$ cat src/rtl/mem_req_initiator.sv
// rtl/mem_req_initiator.sv - core-side valid/yumi initiator for the data memory
//
// Registers one load or store from the memory stage, issues it to data_mem,
// waits for the response, acknowledges it with yumi and returns load data.
//
// Ports:
//   clk, reset          clock; asynchronous active-low reset
//   req_valid_i         access request, sampled only in IDLE
//   req_wen_i           1 = store, 0 = load
//   req_byte_i          1 = byte access, 0 = 32-bit word
//   req_sext_i          byte loads: 1 = sign-extend bit 7
//   req_addr_i          byte address
//   req_wdata_i         store data ([7:0] used by byte stores)
//   stall_o             hold the pipeline while an access is accepted/outstanding
//   resp_valid_o        one-cycle completion pulse
//   resp_rdata_o        load data, held until the next load completes
//   err_unaligned_o     pulse: misaligned word request was dropped
//   err_timeout_o       pulse: transaction aborted by timeout
//   out_of_range_o      address above addr_width_p for the in-flight access
//   port_flat_o         to memory: {valid, wen, byte_not_word, write_data[31:0], yumi}
//   addr_o              to memory address input
//   port_flat_i         from memory: {valid, yumi, read_data[31:0]}
module mem_req_initiator #(
  parameter int addr_width_p = 12,
  parameter int timeout_p    = 64
) (
  input  logic        clk,
  input  logic        reset,
  input  logic        req_valid_i,
  input  logic        req_wen_i,
  input  logic        req_byte_i,
  input  logic        req_sext_i,
  input  logic [31:0] req_addr_i,
  input  logic [31:0] req_wdata_i,
  output logic        stall_o,
  output logic        resp_valid_o,
  output logic [31:0] resp_rdata_o,
  output logic        err_unaligned_o,
  output logic        err_timeout_o,
  output logic        out_of_range_o,
  output logic [35:0] port_flat_o,
  output logic [31:0] addr_o,
  input  logic [33:0] port_flat_i
);

  typedef struct packed {
    logic        valid;
    logic        wen;
    logic        byte_not_word;
    logic [31:0] write_data;
    logic        yumi;
  } mem_in_s;

  typedef struct packed {
    logic        valid;
    logic        yumi;
    logic [31:0] read_data;
  } mem_out_s;

  typedef enum logic [1:0] {
    S_IDLE,
    S_REQ,
    S_WAIT
  } state_e;

  state_e      state;
  state_e      state_n;
  logic [7:0]  cnt;
  logic        wen_r;
  logic        byte_r;
  logic        sext_r;
  logic [31:0] addr_r;
  logic [31:0] wdata_r;

  mem_in_s     port_o;
  mem_out_s    port_i;

  logic        misaligned;
  logic        timeout_hit;
  logic        accept;
  logic        drop;
  logic        complete;
  logic        abort;
  logic [31:0] load_data;

  assign port_i      = port_flat_i;
  assign port_flat_o = port_o;
  assign addr_o      = addr_r;

  // Byte accesses can never be misaligned.
  assign misaligned  = !req_byte_i && (req_addr_i[1:0] != 2'b00);

  // >= rather than == so a late memory yumi taken on the last REQ cycle
  // still times out on the following WAIT cycle if no data arrives.
  assign timeout_hit = (cnt >= 8'(timeout_p - 1));

  assign load_data = byte_r ? {{24{sext_r & port_i.read_data[7]}}, port_i.read_data[7:0]}
                            : port_i.read_data;

  // Combinational in IDLE so the pipeline freezes in the same cycle it asks.
  assign stall_o = (state != S_IDLE) || (req_valid_i && !misaligned);

  always_comb begin
    state_n              = state;
    accept               = 1'b0;
    drop                 = 1'b0;
    complete             = 1'b0;
    abort                = 1'b0;
    port_o               = '0;
    port_o.wen           = wen_r;
    port_o.byte_not_word = byte_r;
    port_o.write_data    = wdata_r;

    case (state)
      S_IDLE: begin
        if (req_valid_i) begin
          if (misaligned) begin
            drop = 1'b1;
          end else begin
            accept  = 1'b1;
            state_n = S_REQ;
          end
        end
      end
      S_REQ: begin
        port_o.valid = 1'b1;
        // A response valid seen here is a protocol violation and is ignored.
        if (port_i.yumi) begin
          state_n = S_WAIT;
        end else if (timeout_hit) begin
          abort   = 1'b1;
          state_n = S_IDLE;
        end
      end
      S_WAIT: begin
        // A response in the timeout cycle still completes normally.
        if (port_i.valid) begin
          port_o.yumi = 1'b1;
          complete    = 1'b1;
          state_n     = S_IDLE;
        end else if (timeout_hit) begin
          abort   = 1'b1;
          state_n = S_IDLE;
        end
      end
      default: begin
        state_n = S_IDLE;
      end
    endcase
  end

  always_ff @(posedge clk or negedge reset) begin
    if (!reset) begin
      state           <= S_IDLE;
      cnt             <= 8'd0;
      wen_r           <= 1'b0;
      byte_r          <= 1'b0;
      sext_r          <= 1'b0;
      addr_r          <= 32'd0;
      wdata_r         <= 32'd0;
      resp_valid_o    <= 1'b0;
      resp_rdata_o    <= 32'd0;
      err_unaligned_o <= 1'b0;
      err_timeout_o   <= 1'b0;
      out_of_range_o  <= 1'b0;
    end else begin
      state           <= state_n;
      resp_valid_o    <= complete;
      err_unaligned_o <= drop;
      err_timeout_o   <= abort;

      if (accept) begin
        wen_r          <= req_wen_i;
        byte_r         <= req_byte_i;
        sext_r         <= req_sext_i;
        addr_r         <= req_addr_i;
        wdata_r        <= req_wdata_i;
        cnt            <= 8'd0;
        out_of_range_o <= ((req_addr_i >> addr_width_p) != 32'd0);
      end else if (state != S_IDLE) begin
        cnt <= cnt + 8'd1;
      end

      if (complete || abort) begin
        out_of_range_o <= 1'b0;
      end

      if (complete && !wen_r) begin
        resp_rdata_o <= load_data;
      end
    end
  end

endmodule

$ cat config.mk
export PLATFORM = sky130hd
export DESIGN_NAME = mem_req_initiator
export DESIGN_NICKNAME = d
export VERILOG_FILES = /design/src/rtl/mem_req_initiator.sv
export SDC_FILE = /design/constraint.sdc
export NUM_CORES = 1
export LEC_CHECK = 0
export CAP_MARGIN = 30
export CORE_MARGIN = 4
export CORE_UTILIZATION = 39
export CTS_BUF_LIST = sky130_fd_sc_hd__clkbuf_8
export DETAILED_ROUTE_END_ITERATION = 7
export PLACE_DENSITY = 0.91
export SYNTH_ARGS = -nofsm -noshare
export SYNTH_HDL_FRONTEND = slang
export SYNTH_SLANG_ARGS = --single-unit
$ cat constraint.sdc
create_clock -name clk -period 1.6 [get_ports clk]
set_input_delay 0.24 -clock clk [delete_from_list [all_inputs] [get_ports clk]]
set_output_delay 0.24 -clock clk [all_outputs]
set_load 0.02 [all_outputs]
== After elaboration in Yosys (flattened, before gate mapping) ==
Cells that the tools add are included.
Storage, ports and cells
  flip-flop bits (word level): 113
  input bits: 104
  output and inout port bits: 105
  word-level logic and storage cells: 58
Operators by class
  $add $sub $neg: 1
  order comparisons: 1
  equality and inequality tests: 4
  multiplexer cells: 24
  bitwise operators: 1
  reductions and logical operators: 15
Operators with widths (count)
  32-bit 2-to-1 mux: 1
  32-bit nonzero test: 1
  8-bit 2-to-1 mux: 2
  1-bit 2-to-1 mux: 14
  2-bit 2-to-1 mux: 5
  8-bit by 1-bit adder with 8-bit output, second input constant: 1
  8-bit by 6-bit greater-or-equal comparator with 1-bit output, second input constant: 1
  2-bit nonzero test: 4
  2-bit one-hot mux with 3 select lines: 1
  2-bit inequality test, second input constant: 2
  1-bit logical AND: 3
  1-bit logical NOT: 3
  2-bit by 1-bit equality test with 1-bit output, second input constant: 1
  2-bit equality test, second input constant: 1
  2-bit logical NOT: 1
  1-bit logical OR: 2
  1-bit one-hot mux with 2 select lines: 1
  2-bit AND reduction: 1
  1-bit bitwise AND: 1

== Longest topological paths before layout ==
  depth after elaboration: 7
  depth in mapped cells: 9
  mapped depth without buffers: 6

== Worst setup path before layout ==
OpenSTA, ideal clock, no wires.
  kind: reg-to-reg
  start: register state[0]
  end: register resp_rdata_o[2]
  data arrival time: 1.438 ns
  data required time: 1.475 ns
  setup slack: 0.037 ns
  stages on the path, launching flop included: 7
  path buffers: 1
  clock period less this slack: 1.563 ns
  path through: dfrtp_1 -> inv_1 -> ha_1 -> nand2_1 -> nor2_2 -> buf_2 -> mux2_2
Between the ends
  cells in the longest elaborated chain, start to end: 3
RTL lines
  start, declared: RTL line 66  | state_e state;
  start signal, assigned: RTL line 167  | state <= state_n;
  2-bit equality test: RTL line 114  | case (state)
  1-bit 2-to-1 mux: RTL line 114
  1-bit logical AND: RTL line 188  | if (complete && !wen_r) begin
  end signal, assigned: RTL line 189  | resp_rdata_o <= load_data;
  end, declared: RTL line 37  | output logic [31:0] resp_rdata_o,
Every way passes these cells.
A chain may end at the register's enable or synchronous reset.

== Final worst setup path ==
  start: register state[0]
  end: output port stall_o
Between the ends
  cells in the longest elaborated chain, start to end: 2
RTL lines
  2-bit nonzero test: RTL line 101  | assign stall_o = (state != S_IDLE) || (req_valid_i && !misaligned);
  1-bit logical OR: RTL line 101
  end, declared: RTL line 35  | output logic stall_o,
Every way passes these cells.

==> impl_metrics.json <==
{
  "clock-sinks": 113,
  "grt_pass1_vias": 4391,
  "nNetsFinal": 811,
  "multiInputGateArea_um2": 1694,
  "hpwl_um": 10190,
  "cts-root-buf": "clkbuf_8",
  "ys_seq_area_share_pct": 61.45,
  "final_common_cell": "nand2_1",
  "wl_per_cell_um": 16.05,
  "avgSynthCellArea_um2": 9.939,
  "max-slew-margin-rel_pct": 76.55,
  "cts.clk_slew.worst_paths_ns": 0.07,
  "worstSetupEndpointType": "output port",
  "period_needed_ns": 1.677,
  "finalWirelength_um": 13740,
  "p_leak_nw": 3.752,
  "max_cap_violations": 0,
  "grt_max_degree": 61,
  "die_width_um": 116.6,
  "r2r-start": "state[0]",
  "drc": 0,
  "placed_area_um2": 7018,
  "drt-initial-drc-count": 174,
  "drv_slew": 0,
  "first_pass_iters": 5,
  "grt_remaining_overflow": 0,
  "rrSetupSlack_ns": -0.02,
  "hold_class": "in2async",
  "outcome": "finished with violations",
  "initial_core_util_pct": 40.13,
  "core-area_um2": 11470,
  "setup_viol_count_final": 15,
  "place.gp.congestion": 0.8253,
  "netlist_area_um2": 4602,
  "fmax_ghz": 0.5962,
  "finClkSkew_ns": 0.01007,
  "n_fill_cell": 905,
  "violations": "negative setup slack",
  "clockBufferDepth": 2,
  "synthCells": 463,
  "numPortBuffers": 208,
  "final_area_um2": 7462,
  "drive_gt1_share_pct": 13.32,
  "clock_latency_ns": 0.41,
  "required_ns": 1.36,
  "vias": 4145,
  "ios": 209,
  "die_y_um": 116.6,
  "rsz0062_at_grt": "true",
  "fp-row-count": 39,
  "cp-startpoint": "state[0]",
  "power_density_nw_per_um2": 1886,
  "synth.distinct_cells": 35,
  "grtUsageTotal_pct": 20.16,
  "tightest_slew_ns": 0.3486,
  "ys_ff_latch": 113,
  "cts_tree": "built",
  "yosys_warnings": 0,
  "final_cell_mix": "nand2_1, dfrtp_1, clkdlybuf4s50_1, dlygate4sd2_1, buf_4",
  "via_per_inst": 4.842,
  "r2r-end": "addr_o[25]",
  "worstPathArrival_ns": 1.44,
  "post-place-ws_ns": -0.3154,
  "synth_nets": 572,
  "htreeDepth": 4,
  "dieArea_um2": 13600,
  "drtAntennaViolNets": 0,
  "area.growth.synth_to_final_pct": 62.15,
  "start_kind": "flip-flop",
  "timing.critical_path.to": "stall_o",
  "crit_fanout": 3,
  "hold_viol": 0,
  "grt_pass1_wl_um": 21360,
  "seq_area_um2": 2828,
  "period_share_pct": 104.8,
  "numCtsBuffers": 17,
  "antenna_found_initial": 0,
  "reg2regPathDepth": 9,
  "critPathKind": "reg2out",
  "ir_worst_vdd_mv": 1.112,
  "finalWorstSetupSlack_ns": -0.07739,
  "diodes": 0
}
==> critical path: stages (launching register included) <==
cell and delay [ns]:
dfrtp_1 0.40, inv_2 0.12, ha_4 0.17, inv_4 0.04
a21oi_4 0.11, inv_2 0.06, buf_6 0.12
==> worst min-delay path by stage <==
| stage | from | endpoint | slack (ns) |
|---|---|---|---|
| 2_1_floorplan | reset | addr_o[0] | -0.06 |
| 3_3_place_gp | reset | resp_rdata_o[25] | 0.05 |
| 3_5_place_dp | reset | resp_rdata_o[25] | 0.05 |
| 4_1_cts | reset | resp_rdata_o[25] | 0.17 |
| 5_1_grt | reset | resp_rdata_o[25] | 0.16 |
| 6_report | reset | resp_rdata_o[25] | 0.19 |
==> per-layer routing <==
metal / routed length (um) / share of wire, % / track usage [%] / vias to the layer above
li1: - / - / - / 1971
met3: 1298 / 9.4 / 7.824 / 25
met4: 232 / 1.7 / 6.881 / 0
met5: 0 / 0 / 0 / -
met2: 6995 / 51 / 34.97 / 185
met1: 5216 / 38 / 22.76 / 1964
==> per-stage QoR <==
step	instances	setup TNS [ns]	total power [mW]	hold slack (ns)	utilization, %
2_1_floorplan	463	0	8.328	-0.05559	-
3_3_place_gp	817	-9.902	11.81	0.04769	61.20
3_5_place_dp	817	-15.46	12.08	0.04748	61.20
4_1_cts	850	-0.1761	13.94	0.1682	63.88
5_1_grt	856	-1.914	15.02	0.1611	65.07
6_report	856	-0.2222	14.08	0.1931	65.07
==> flip-flops by register name, indices dropped and copies added, names as in the netlist, 2 cells and up <==
| register | count |
|---|---|
| wdata_r | 32 |
| cnt | 8 |
| addr_o | 32 |
| resp_rdata_o | 32 |
| state | 2 |
==> repair_timing <==
action                                  in CTS  in global routing
buffers inserted                             2                  7
hold endpoints to repair                   113                  0
pin swaps                                    1                  3
endpoints found under the setup margin     152                 93
hold buffers                                 1                  0
gates resized for setup                    125                 22
==> cell type report <==
class,instances,share of cell area [%]
flip-flops and latches,113,37.89
repair buffers,245,31.29
multi-input cells,319,22.70
clock buffers,23,4.242
well taps,143,2.398
clock inverters,7,1.107
inverters,6,0.3689
==> power breakdown <==
group,internal [mW],switching (mW)
Clock,1.60,1.07
Sequential,4.16,0.737
Combinational,2.80,3.71
Total,8.56,5.51
==> Yosys cell counts <==
library cell  instances  area share [%]
a21o_1                1            0.16
a21oi_1               2            0.22
a22o_1                1            0.19
and2b_1               1            0.16
and3_1                1            0.14
and4b_1               1            0.22
buf_1                 1           0.081
buf_2                 9            0.98
buf_4                 4            0.65
buf_6                 2            0.49
clkbuf_1              9            0.73
dfrtp_1             113              61
ha_1                  5             1.4
inv_1                 6            0.49
mux2_2                9             2.2
nand2_1             208              17
nand2b_1              1            0.14
nand3_1               9            0.98
nand3_2               1            0.22
nor2_1                4            0.33
nor2_2                1            0.14
nor2b_1              26             3.5
nor3_1                2            0.22
nor3_2                1            0.22
nor4_1                5            0.68
o21a_1                1            0.16
o21ai_0               7            0.76
o21ai_1               1            0.11
o21bai_4              1            0.41
o221ai_1              1            0.19
o22a_1               24             4.6
o311a_1               1            0.22
o32ai_1               1            0.19
or3_1                 2            0.27
xnor2_1               1            0.19
==> cell families after synthesis <==
kind of cell             after synthesis  synth area share [%]
multiplexers                           9                 2.202
AO/OA/AOI/OAI                         41                 7.178
buffers and inverters                 31                 3.426
adder cells (fa/ha/maj)                5                 1.359
AND/OR/NAND/NOR                      263                 24.20
flip-flops                           113                 61.45
XOR/XNOR                               1                0.1904
Note: power is estimated with default switching activity, not from simulation.
